### src/rtl/pgm_stream_tx.sv
// -----------------------------------------------------------------------------
// pgm_stream_tx
//
// Serializes one grayscale frame as a stream of 32-bit words in plain PGM
// ("P2") order: magic word, width, height and maxval, then one word per
// pixel. The upstream pixel stream and the downstream word stream are both
// valid/ready.
//
// Handshake rule (both streams): a transfer happens on a rising clock edge
// where valid and ready are both 1. A producer holding valid=1 keeps its
// data/last stable until that transfer, and ready never depends on the
// partner's valid.
//
// Optional feature, selected at build time:
//   PGM_TX_CLAMP_EN  - pixels above the latched maxval are saturated to maxval.
//                      When undefined, pixels pass through untouched and no
//                      comparator is built.
//
// Ports:
//   clock               rising-edge clock
//   reset               asynchronous active-low reset
//   start               one-cycle frame request, honoured only in IDLE
//   cols, rows          frame dimensions, latched on an accepted start
//   maxval              header maximum gray value, latched on an accepted start
//   pix_valid/pix_data  upstream pixel stream
//   pix_ready           upstream ready (only ever high in PIX)
//   out_valid/out_data  downstream word stream
//   out_last            marks the final word of a frame
//   out_ready           downstream ready
//   busy                high while a frame is in progress
//   done                one-cycle pulse at frame end
//   dbg_state           current FSM state encoding, for observation only
// -----------------------------------------------------------------------------
module pgm_stream_tx #(
  parameter int DIM_W = 12,
  parameter int PIX_W = 8
) (
  input  logic             clock,
  input  logic             reset,
  input  logic             start,
  input  logic [DIM_W-1:0] cols,
  input  logic [DIM_W-1:0] rows,
  input  logic [PIX_W-1:0] maxval,
  input  logic             pix_valid,
  input  logic [PIX_W-1:0] pix_data,
  output logic             pix_ready,
  output logic             out_valid,
  output logic [31:0]      out_data,
  output logic             out_last,
  input  logic             out_ready,
  output logic             busy,
  output logic             done,
  output logic [2:0]       dbg_state
);

  localparam int          CNT_W      = 2 * DIM_W;
  localparam logic [31:0] MAGIC_WORD = 32'h0000_5032;

  typedef enum logic [2:0] {
    IDLE  = 3'd0,
    MAGIC = 3'd1,
    COLS  = 3'd2,
    ROWS  = 3'd3,
    MAXV  = 3'd4,
    PIX   = 3'd5,
    DONE  = 3'd6
  } state_t;

  state_t             state;
  logic [DIM_W-1:0]   cols_q;
  logic [DIM_W-1:0]   rows_q;
  logic [PIX_W-1:0]   maxval_q;
  // Pixels still to be accepted; double width so cols*rows never truncates.
  logic [CNT_W-1:0]   pix_cnt;
  logic [PIX_W-1:0]   pix_word;
  logic               out_hs;
  logic               pix_hs;

  assign dbg_state = state;
  assign out_hs    = out_valid && out_ready;

  // The output register can take a new pixel when it is empty or draining
  // this cycle. Once the counter reaches zero the last word is already
  // queued, so nothing more is accepted while it waits to leave.
  assign pix_ready = (state == PIX) && (pix_cnt != '0) && (!out_valid || out_ready);
  assign pix_hs    = pix_valid && pix_ready;

`ifdef PGM_TX_CLAMP_EN
  always_comb begin
    pix_word = pix_data;
    if (pix_data > maxval_q) begin
      pix_word = maxval_q;
    end
  end
`else
  always_comb begin
    pix_word = pix_data;
  end
`endif

  always_ff @(posedge clock or negedge reset) begin
    if (!reset) begin
      state     <= IDLE;
      cols_q    <= '0;
      rows_q    <= '0;
      maxval_q  <= '0;
      pix_cnt   <= '0;
      out_valid <= 1'b0;
      out_data  <= '0;
      out_last  <= 1'b0;
      busy      <= 1'b0;
      done      <= 1'b0;
    end else begin
      done <= 1'b0;
      case (state)
        IDLE: begin
          if (start) begin
            cols_q    <= cols;
            rows_q    <= rows;
            maxval_q  <= maxval;
            pix_cnt   <= CNT_W'(cols) * CNT_W'(rows);
            busy      <= 1'b1;
            // The magic word is loaded here so it is presented in MAGIC.
            out_valid <= 1'b1;
            out_data  <= MAGIC_WORD;
            out_last  <= 1'b0;
            state     <= MAGIC;
          end
        end

        MAGIC: begin
          if (out_hs) begin
            out_data <= 32'(cols_q);
            state    <= COLS;
          end
        end

        COLS: begin
          if (out_hs) begin
            out_data <= 32'(rows_q);
            state    <= ROWS;
          end
        end

        ROWS: begin
          if (out_hs) begin
            out_data <= 32'(maxval_q);
            // An empty frame ends on its header.
            out_last <= (pix_cnt == '0);
            state    <= MAXV;
          end
        end

        MAXV: begin
          if (out_hs) begin
            out_valid <= 1'b0;
            out_last  <= 1'b0;
            if (pix_cnt == '0) begin
              busy  <= 1'b0;
              done  <= 1'b1;
              state <= DONE;
            end else begin
              state <= PIX;
            end
          end
        end

        PIX: begin
          if (out_hs && out_last) begin
            out_valid <= 1'b0;
            out_last  <= 1'b0;
            busy      <= 1'b0;
            done      <= 1'b1;
            state     <= DONE;
          end else if (pix_hs) begin
            // Covers both an empty register and a drain-and-refill in the
            // same cycle, giving one word per clock under full throughput.
            out_valid <= 1'b1;
            out_data  <= 32'(pix_word);
            out_last  <= (pix_cnt == CNT_W'(1));
            pix_cnt   <= pix_cnt - CNT_W'(1);
          end else if (out_hs) begin
            out_valid <= 1'b0;
          end
        end

        DONE: begin
          // done is high for this single cycle; start is not looked at here.
          state <= IDLE;
        end

        default: begin
          state <= IDLE;
        end
      endcase
    end
  end

endmodule

### config.mk
export PLATFORM = sky130hd
export DESIGN_NAME = pgm_stream_tx
export DESIGN_NICKNAME = d
export VERILOG_FILES = /design/src/rtl/pgm_stream_tx.sv
export SDC_FILE = /design/constraint.sdc
export NUM_CORES = 1
export LEC_CHECK = 0
export ABC_AREA = 1
export BUFFER_PORTS_ARGS = -buffer_cell sky130_fd_sc_hd__buf_2
export CAP_MARGIN = 10
export CORE_MARGIN = 2
export CORE_UTILIZATION = 50
export DETAILED_ROUTE_END_ITERATION = 8
export PLACE_DENSITY = 0.79
export SYNTH_ARGS = -nofsm -noshare
export SYNTH_HDL_FRONTEND = slang
export SYNTH_SLANG_ARGS = --single-unit
### constraint.sdc
create_clock -name clock -period 2 [get_ports clock]
set_clock_uncertainty 0.15 [all_clocks]
set_input_delay 0.1 -clock clock [delete_from_list [all_inputs] [get_ports clock]]
set_output_delay 0.1 -clock clock [all_outputs]
set_load 0.03 [all_outputs]
* After elaboration in Yosys (flattened, before gate mapping)
Index checks and enable logic that the tools add are counted.
** Storage, ports and cells
- Bits in writable memories :: 0
- Bits in latches :: 0
- Bits in read-only memories :: 0
- Output and inout bits :: 40
- Memories :: 0
- Bits in registers :: 95
** Operators by class
- $lt $le $gt $ge :: 0
- Reductions and logical operators :: 21
- $mul :: 1
- Bitwise operators :: 0
- Div/mod/pow operators :: 0
- Shift operators :: 0
- Mux-type cells :: 38
- $add $sub $neg :: 1
- Eq/ne operators :: 16
** Operator list (number)
- two-way mux 32 bit :: 6
- case mux 32 bit (5 select lines) :: 1
- two-way mux 24 bit :: 3
- case mux 24 bit (2 select lines) :: 1
- == test 24 x 1 -> 1 bit, second input constant :: 1
- zero test 24 bit :: 1
- multiplier 12 x 12 -> 24 bit :: 1
- nonzero test 24 bit :: 1
- subtractor 24 x 1 -> 24 bit, second input constant :: 1
- two-way mux 3 bit :: 6
- case mux 3 bit (6 select lines) :: 1
- inequality test 2 bit, second input constant :: 8
- two-way mux 1 bit :: 15
- AND reduction 5 bit :: 2
- AND reduction 7 bit :: 1
- == test 3 x 2 -> 1 bit, second input constant :: 2
- == test 3 bit, second input constant :: 2
- case mux 1 bit (3 select lines) :: 2
- AND reduction 6 bit :: 1
- logical AND 1 bit :: 5
- nonzero test 5 bit :: 1
- case mux 1 bit (4 select lines) :: 1
- AND reduction 2 bit :: 2
- AND reduction 4 bit :: 1
- other kinds (11) :: 11

* Longest topological paths before layout
Gate-level depths: netlist of the first run.
- Word-level depth :: 7
- Gate-level depth with buffers :: 26
- Gate-level depth less buffers :: 25

* Least setup slack after synthesis of the first run
No wires, ideal clock.
- Path kind :: input-to-reg
- From :: in rows[3]
- To :: reg pix_cnt[14]
- Library setup time :: 116 ps
- Arrival time :: 4253 ps
- Slack :: -2520 ps
- Required time :: 1734 ps
- Stages :: 20
- Path buffers :: 1
- Path through :: clkbuf_1 > nand2_1 > fa_1 > inv_1 > fa_1 > fa_1 > fa_1 > inv_1 > fa_1 > inv_1 > ha_1 > nand2_1 > inv_1 > a21oi_1 > nand3_1 > or2_2 > nand3_1 > nand2_1 > nand2_1 > nand2_1
** On the way
- Cells in the longest elaborated chain, start to end :: 3
** Ends and longest elaborated chain
- start, declared :: RTL line 42 : input logic [DIM_W-1:0] rows,
- multiplier 12 x 12 -> 24 bit :: RTL line 121 : pix_cnt <= CNT_W'(cols) * CNT_W'(rows);
- two-way mux 24 bit :: RTL line 117 : if (start) begin
- case mux 24 bit (2 select lines) :: RTL line 115 : case (state)
- end signal, assigned :: RTL line 121
- end signal, assigned :: RTL line 181 : pix_cnt <= pix_cnt - CNT_W'(1);
- end, declared :: RTL line 74 : logic [CNT_W-1:0] pix_cnt;
No other way between the ends. The select of a mux whose other input is x is not followed.
A chain may end at the register's enable or synchronous reset.

* Worst setup path in the final report of the first run
- From :: in rows[4]
- To :: reg pix_cnt[23]
The elaborated chain is that of the path after synthesis.

==> results of run 1 <==
==> how the worst max path moves through the flow <==
stage | from | end | cells past startpoint
2_1_floorplan | cols[5] | pix_cnt[14] | 22
3_3_place_gp | rows[3] | pix_cnt[13] | 19
3_5_place_dp | rows[5] | pix_cnt[13] | 19
5_1_grt | rows[4] | pix_cnt[17] | 21
4_1_cts | rows[6] | pix_cnt[14] | 22
6_report | rows[4] | pix_cnt[23] | 21
==> worst max-delay path, delay by kind of cell <==
kind / cells / cell delay [ns]
buffers and inverters: 5 / 0.37
AO/OA/AOI/OAI: 1 / 0.15
adder cells (fa/ha/maj): 6 / 2.83
AND/OR/NAND/NOR: 9 / 0.73
==> repair_timing <==
action,in CTS,in global routing
buffers inserted,13,15
endpoints found under the setup margin,22,40
pin swaps,45,61
hold buffers,22,0
gates resized for setup,152,115
cloned,0,1
hold endpoints to repair,97,0
==> area by class of cell <==
class                           count  area [um2]
Multi-Input combinational cell    884        7120
Fill cell                        1229        5440
Timing Repair Buffer              234        2050
Sequential cell                    76        1900
Inverter                          262         991
Tap cell                          229         287
Clock buffer                       10         229
Clock inverter                      6        72.6
Antenna cell                        1        2.50
==> stage by stage <==
step                total power (W)  hold slack, ns
finish                       0.0244          0.0222
detailed placement           0.0183         -0.0750
CTS                          0.0217         0.00139
global route                 0.0262          0.0201
global placement             0.0180         -0.0778
floorplan                    0.0132          -0.346
==> layout by cell type, fill, tap and decap left out, drive strengths merged, types with 3 or more instances in the layout <==
cell type,Yosys,layout
nand2,392,392
inv,260,261
buf,28,211
fa,100,100
nor2,89,89
dfrtp,76,76
ha,64,64
nand3,52,52
o21ai,42,42
a21oi,38,38
mux2,24,24
dlygate4sd3,0,22
conb,1,18
clkbuf,32,11
a221oi,7,7
nand3b,7,7
nor3,7,7
nand4,6,6
xor2,5,5
xnor2,5,5
o22ai,5,5
or2,5,5
a22o,4,4
clkinv,2,4
o21bai,3,3
==> metal layers <==
layer,vias to the layer above,track usage
li1,4196,-
met1,4528,0.397
met2,444,0.506
met3,85,0.0448
met4,0,0.103
met5,-,0
==> registers in the layout, summed over array words and instances, names as in the netlist <==
signal and count:
pix_cnt 24, out_data 13, cols_q 12, rows_q 12, maxval_q 8, dbg_state 3, busy 1, done 1
out_last 1, out_valid 1
==> where the power goes <==
group	leakage (nW)	switching [W]	total, W	internal, W
logic	5.75	0.0112	0.0198	0.00860
registers	0.920	0.000543	0.00287	0.00232
clock network	0.143	0.000728	0.00171	0.000978
==> logic make-up (layout without fill, tap and decap cells) <==
kind of cell             count (synthesis)  in the layout
AO/OA/AOI/OAI                          106            106
adder cells (fa/ha/maj)                164            164
other                                    1             19
flip-flops                              76             76
XOR/XNOR                                10             10
AND/OR/NAND/NOR                        562            562
buffers and inverters                  322            512
multiplexers                            24             24
==> qor.yml, run 1 <==
drt:
  ant_nets: 0
  remaining_drc_errors: 0
  first_pass_iters: 5
  totalWireLength_um: 30100
  dr_total_vias: 9253
  vias_per_cell: 5.44
  drt_iter0_drc: 823
  drt-met1-wl_um: 11800
  routed-wl-met3_um: 2500
  wl_met2_um: 14800
  highest_layer: "met4"
  post_drt_wl_per_cell_um: 17.7
sta:
  drv_slew: 0
  max_freq_mhz: 244
  min_period_ns: 4.09
  setup_violations: 21
  setup_tns_ns: -36.98
  rsz0062_at_grt: "yes"
  finalHoldViolCount: 0
  period_share: 2.05
  layout_setup_ws_ns: -2.09
logic_synthesis:
  synth-edff-count: 0
  synth_most_common_cell: "nand2_1"
  synthMuxAreaShare: 0.0291
  synth.top_cells.by_count: "nand2_1 (386), inv_1 (257), fa_1 (100)"
  synth.largest_area_cell: "fa_1"
  yosys.area_share.simple: 0.250
  netlist_top_cells_area: "fa_1 (22%), dfrtp_1 (20%), nand2_1 (16%)"
  ys_seq_area_frac: 0.204
  syn_area_per_cell_um2: 7.35
  synthCells: 1265
  synth.top_cell.area_share: 0.215
  yosys_warnings: 0
  synth_compound_area_frac: 0.0654
  synth_area_um2: 9300
  synth_xor_area_frac: 0.00942
  synth-seq-cells: 76
  synthAdderAreaFrac: 0.301
  synth.distinct_cells: 46
  synthFlopType: "dfrtp_1"
  synth_top_family_by_area: "adder cells"
  async_flop_share: 1.00
final_layout:
  final_util: 0.699
  drive_gt1_frac: 0.322
  final_nets: 1676
  final_area_um2: 12700
  instances_no_fill: 1702
  syn_to_final_growth_pct: 36.0
power:
  powerDensity_nw_per_um2: 1930
  vdd_drop_max_v: 0.00155
  cellLeakagePower_nw: 6.82
cts:
  path_clk_slew_ns: 0.06
  max-clock-path-buffers: 2
  clkSinkCount: 76
  cts_tree: "yes"
  numCtsBuffers: 9
  cts_root_buf: "clkbuf_16"
  clock_latency_ns: 0.35
  htree_levels: 3
global_route:
  antenna_found_initial: 1
  grt_overflow: 0
  grt_pass1_vias: 9255
  grt_usage: 0.300
  grt_max_degree: 47
  grt_pass1_wl_um: 46800
min_path:
  worstHoldPathType: "input pin to register"
  min_from: "rows[7]"
  min_path_cells: 3
  hold_end: "rows_q[7]"
floorplan:
  ioPinCount: 85
  dieArea_um2: 19700
  die_w_um: 140
  core_area_um2: 18100
  start_util: 0.514
  row_count: 49
  die_h_um: 140
worst_setup_path:
  worstPathCellList: "buf_8 > nand2_1 > fa_1 > fa_1 > inv_1 > fa_1 > fa_1 > inv_1 > fa_1 > inv_1 > ha_4 > nand2_1 > nand2_2 > nand2_1 > nand2_2 > inv_1 > nand2_1 > nand2_1 > nand4_1 > nand3_1 > a21oi_1"
  arrival_ns: 4.22
  setup.worst_path.class: "input pin to register"
  r2r_cells: 12
  r2r-end: "pix_cnt[14]"
  ff2ff_setup_slack_ns: 0.02
  cp-end-kind: "register"
  required_ns: 2.13
  worst-path-max-fanout: 10
  cpPeakStageDelay_ns: 0.57
  cp_slowest_cell: "fa_1"
  critPathLaunchType: "input pin"
  reg2reg_from: "pix_cnt[1]"
placed_design:
  dpl_cell_area_um2: 11000
  gp_congestion: 0.929
  port_buffers: 66
  hpwl_um: 21200
  pre_cts_ws_ns: -2.68
  dp.cells: 1640
run:
  drv_cap: 0
status:
  violations: "setup timing"
  status: "finished, violations left"
Power figures use the tool's default switching activity.
==> run 2, diff against run 1 <==
--- a/config.mk
+++ b/config.mk
@@ -8,10 +8,10 @@
 export ABC_AREA = 1
 export BUFFER_PORTS_ARGS = -buffer_cell sky130_fd_sc_hd__buf_2
 export CAP_MARGIN = 10
-export CORE_MARGIN = 2
+export CORE_MARGIN = 3
 export CORE_UTILIZATION = 50
 export DETAILED_ROUTE_END_ITERATION = 8
-export PLACE_DENSITY = 0.79
+export PLACE_DENSITY = 0.68
 export SYNTH_ARGS = -nofsm -noshare
 export SYNTH_HDL_FRONTEND = slang
 export SYNTH_SLANG_ARGS = --single-unit
==> run 2 against run 1 <==
Against the previous run: the flow still finishes with violations (setup timing); non-clock buffer count is 2 higher; die area is 2.9% higher; count of clock-buffer cells in the layout is 1 lower; sequential share of layout area is 0.25 points higher; first-iteration DRC count is 29% lower; total power is 3.4% lower; cell count hardly changed; global-route usage is 2.1 points lower; routed wire length is 9.9% lower; core utilization is 1.4 points lower; sequential power is 2% lower; largest cell class unchanged; largest power group unchanged.
==> qor.yml, run 2 (synthesis gave the netlist of run 1 again) <==
floorplan:
  dieArea_um2: 20300  # +2.9%
  die_h_um: 142  # +1.4%
  die_w_um: 142  # +1.4%
  start_util: 0.513  # -0.00174
  row_count: 49  # unchanged
  core_area_um2: 18100  # +0.34%
  ioPinCount: 85  # unchanged
power:
  p_comb_frac: 0.807  # -0.006
  power.switching_w: 0.0118  # -5.7%
  swShare: 0.501  # -0.0117
  finalPower_w: 0.0236  # -3.4%
  powerDensity_nw_per_um2: 1900  # -1.7%
  p_int_w: 0.0118  # -1.1%
  p_seq_frac: 0.119  # +0.002
  vdd_drop_max_v: 0.00145  # -6.5%
  pwr-share-clk: 0.074  # +0.004
  cellLeakagePower_nw: 6.77  # -0.75%
cts:
  clock_latency_ns: 0.35  # about the same
  max-clock-path-buffers: 2  # unchanged
  cts_root_buf: "clkbuf_16"
  clkSinkCount: 76  # unchanged
  path_clk_slew_ns: 0.07  # about the same
  numCtsBuffers: 9  # unchanged
  cts_tree: "yes"
  htree_levels: 3  # unchanged
drt:
  vias_per_cell: 5.10  # -6.1%
  totalWireLength_um: 27200  # -9.9%
  drt_iter0_drc: 587  # -29%
  first_pass_iters: 5  # unchanged
  ant_nets: 0  # unchanged
  remaining_drc_errors: 0  # unchanged
  dr_total_vias: 8691  # -6.1%
  post_drt_wl_per_cell_um: 15.9  # -9.9%
sta:
  period_share: 2.09  # +0.0465
  rsz0062_at_grt: "yes"
  layout_setup_ws_ns: -2.19  # -0.0930 ns
  min_period_ns: 4.19  # +0.0930 ns
  finalHoldViolCount: 0  # unchanged
  setup_violations: 21  # unchanged
  drv_slew: 0  # unchanged
  max_freq_mhz: 239  # -2.2%
  worst_slew_pin_slew_ns: 0.562
  hold_slack_ns: 0.0216  # -0.000626 ns
  slew_headroom: 0.625
status:
  violations: "setup timing"
  status: "finished, violations left"
final_layout:
  largest_reg_flops: 24  # unchanged
  syn_to_final_growth_pct: 33.7
  nFillCells: 1470  # +20%
  top_regs: "pix_cnt: 24 flops, out_data: 13 flops"
  final_nets: 1678  # +0.12%
  diodes: 0  # -1
  layout_commonest_cell: "nand2_1"
  drive_gt1_frac: 0.298  # -0.0242
  final_cell_mix: "nand2_1 (344), inv_1 (224), buf_4 (135), fa_1 (88), dfrtp_1 (76)"
  top_register: "pix_cnt"
global_route:
  grt_usage: 0.279  # -0.0209
  grt_pass1_vias: 8997  # -2.8%
  grt_pass1_wl_um: 44700  # -4.4%
  antenna_found_initial: 1  # unchanged
  grt_overflow: 0  # unchanged
  grt_max_degree: 43  # -8.5%
placed_design:
  gp_congestion: 0.909  # -2.1%
  port_buffers: 66  # unchanged
  hpwl_um: 21400  # +1.1%
worst_setup_path:
  worst-path-max-fanout: 6  # -4
  cp-end-kind: "register"
  setup.worst_path.class: "input pin to register"
  critPathLaunchType: "input pin"
  arrival_ns: 4.28  # +0.06 ns
  reg2reg_from: "dbg_state[0]"
  r2r_cells: 10  # -2
  r2r-end: "pix_cnt[7]"
  required_ns: 2.09  # -0.04 ns
  ff2ff_setup_slack_ns: 0.08  # +0.06 ns
min_path:
  hold_end: "dbg_state[2]"
  worstHoldPathType: "input pin to register"
  min_path_cells: 5  # +2
  min_from: "start"
run:
  drv_cap: 0  # unchanged
[run 2: cell count changes in the layout (fill, tap and decap cells not counted), moves of 5 or more]
cell     delta
buf_4      +18
nand2_1    +23
nand3_2     -6
buf_6      -21
nand2_2    -17
inv_2       -6
nand2_4     -6
inv_1       +5
[run 2: worst max path at each step]
| stage | startpoint | depth (start not counted) | endpoint | slack (ns) |
|---|---|---|---|---|
| 6_report | rows[8] | 28 | pix_cnt[15] | -2.19 |
| 3_5_place_dp | rows[4] | 20 | pix_cnt[14] | -2.71 |
| 4_1_cts | rows[8] | 24 | pix_cnt[18] | -2.21 |
| 3_3_place_gp | rows[4] | 20 | pix_cnt[14] | -2.68 |
| 5_1_grt | rows[8] | 28 | pix_cnt[15] | -2.40 |
| 2_1_floorplan | cols[5] | 22 | pix_cnt[14] | -2.21 |
[run 2: power groups by stage]
stage	Sequential, W	Combinational (W)	Clock, W
2_1_floorplan	0.00309	0.0101	0
3_3_place_gp	0.00277	0.0159	0
3_5_place_dp	0.00279	0.0161	0
4_1_cts	0.00277	0.0171	0.00178
5_1_grt	0.00289	0.0209	0.00183
6_report	0.00281	0.0190	0.00175
[run 2: final cells by class]
cell class,instances,area (um2),area share
timing repair buffer,236,1990,0.160
inverter,262,995,0.0800
clock buffer,9,225,0.0181
multi-input combinational,884,6950,0.559
sequential,76,1900,0.153
tap,229,287,0.0230
clock inverter,7,87.6,0.00705
[run 2: worst max-delay path: stages]
cell	delay [ns]
buf_12	0.08
buf_6	0.12
buf_4	0.11
nand2_1	0.06
fa_2	0.53
inv_1	0.05
ha_1	0.27
inv_1	0.05
fa_1	0.49
inv_2	0.04
fa_1	0.52
inv_2	0.05
fa_1	0.49
inv_2	0.05
ha_4	0.28
nand2_2	0.07
inv_2	0.08
nand2_2	0.05
inv_1	0.05
nand2_1	0.06
nand2_2	0.14
nand2_1	0.09
nand2_1	0.06
nand2_1	0.04
nand3_1	0.12
o21ai_0	0.11
nand2_1	0.06
nand2_1	0.04
[run 2: layer usage]
| layer | track usage | vias up | wire [um] |
|---|---|---|---|
| met1 | 0.373 | 4201 | 11700 |
| met2 | 0.478 | 230 | 13300 |
| met4 | 0.0755 | 2 | 625 |
| met3 | 0.0393 | 50 | 1510 |
| met5 | 0 | - | 13 |
| li1 | - | 4208 | - |
[run 2: metrics by stage]
step / std cells / worst slack, ns / cell area, um2 / utilization / setup TNS (ns)
final: 1703 / -2.19 / 12400 / 0.685 / -37.98
after detailed placement: 1649 / -2.71 / 11000 / 0.609 / -49.32
after global placement: 1649 / -2.68 / 11000 / 0.609 / -48.47
after global routing: 1703 / -2.40 / 12400 / 0.685 / -41.18
after CTS: 1696 / -2.21 / 12100 / 0.666 / -37.62
after floorplan: 1282 / -2.21 / 9940 / - / -37.47
[run 2: repair_timing]
action	4_1_cts	5_1_grt
pin swaps	46	31
buffers inserted	11	7
hold endpoints to repair	57	0
gates resized for setup	118	81
hold buffers	21	0
endpoints found under the setup margin	22	39
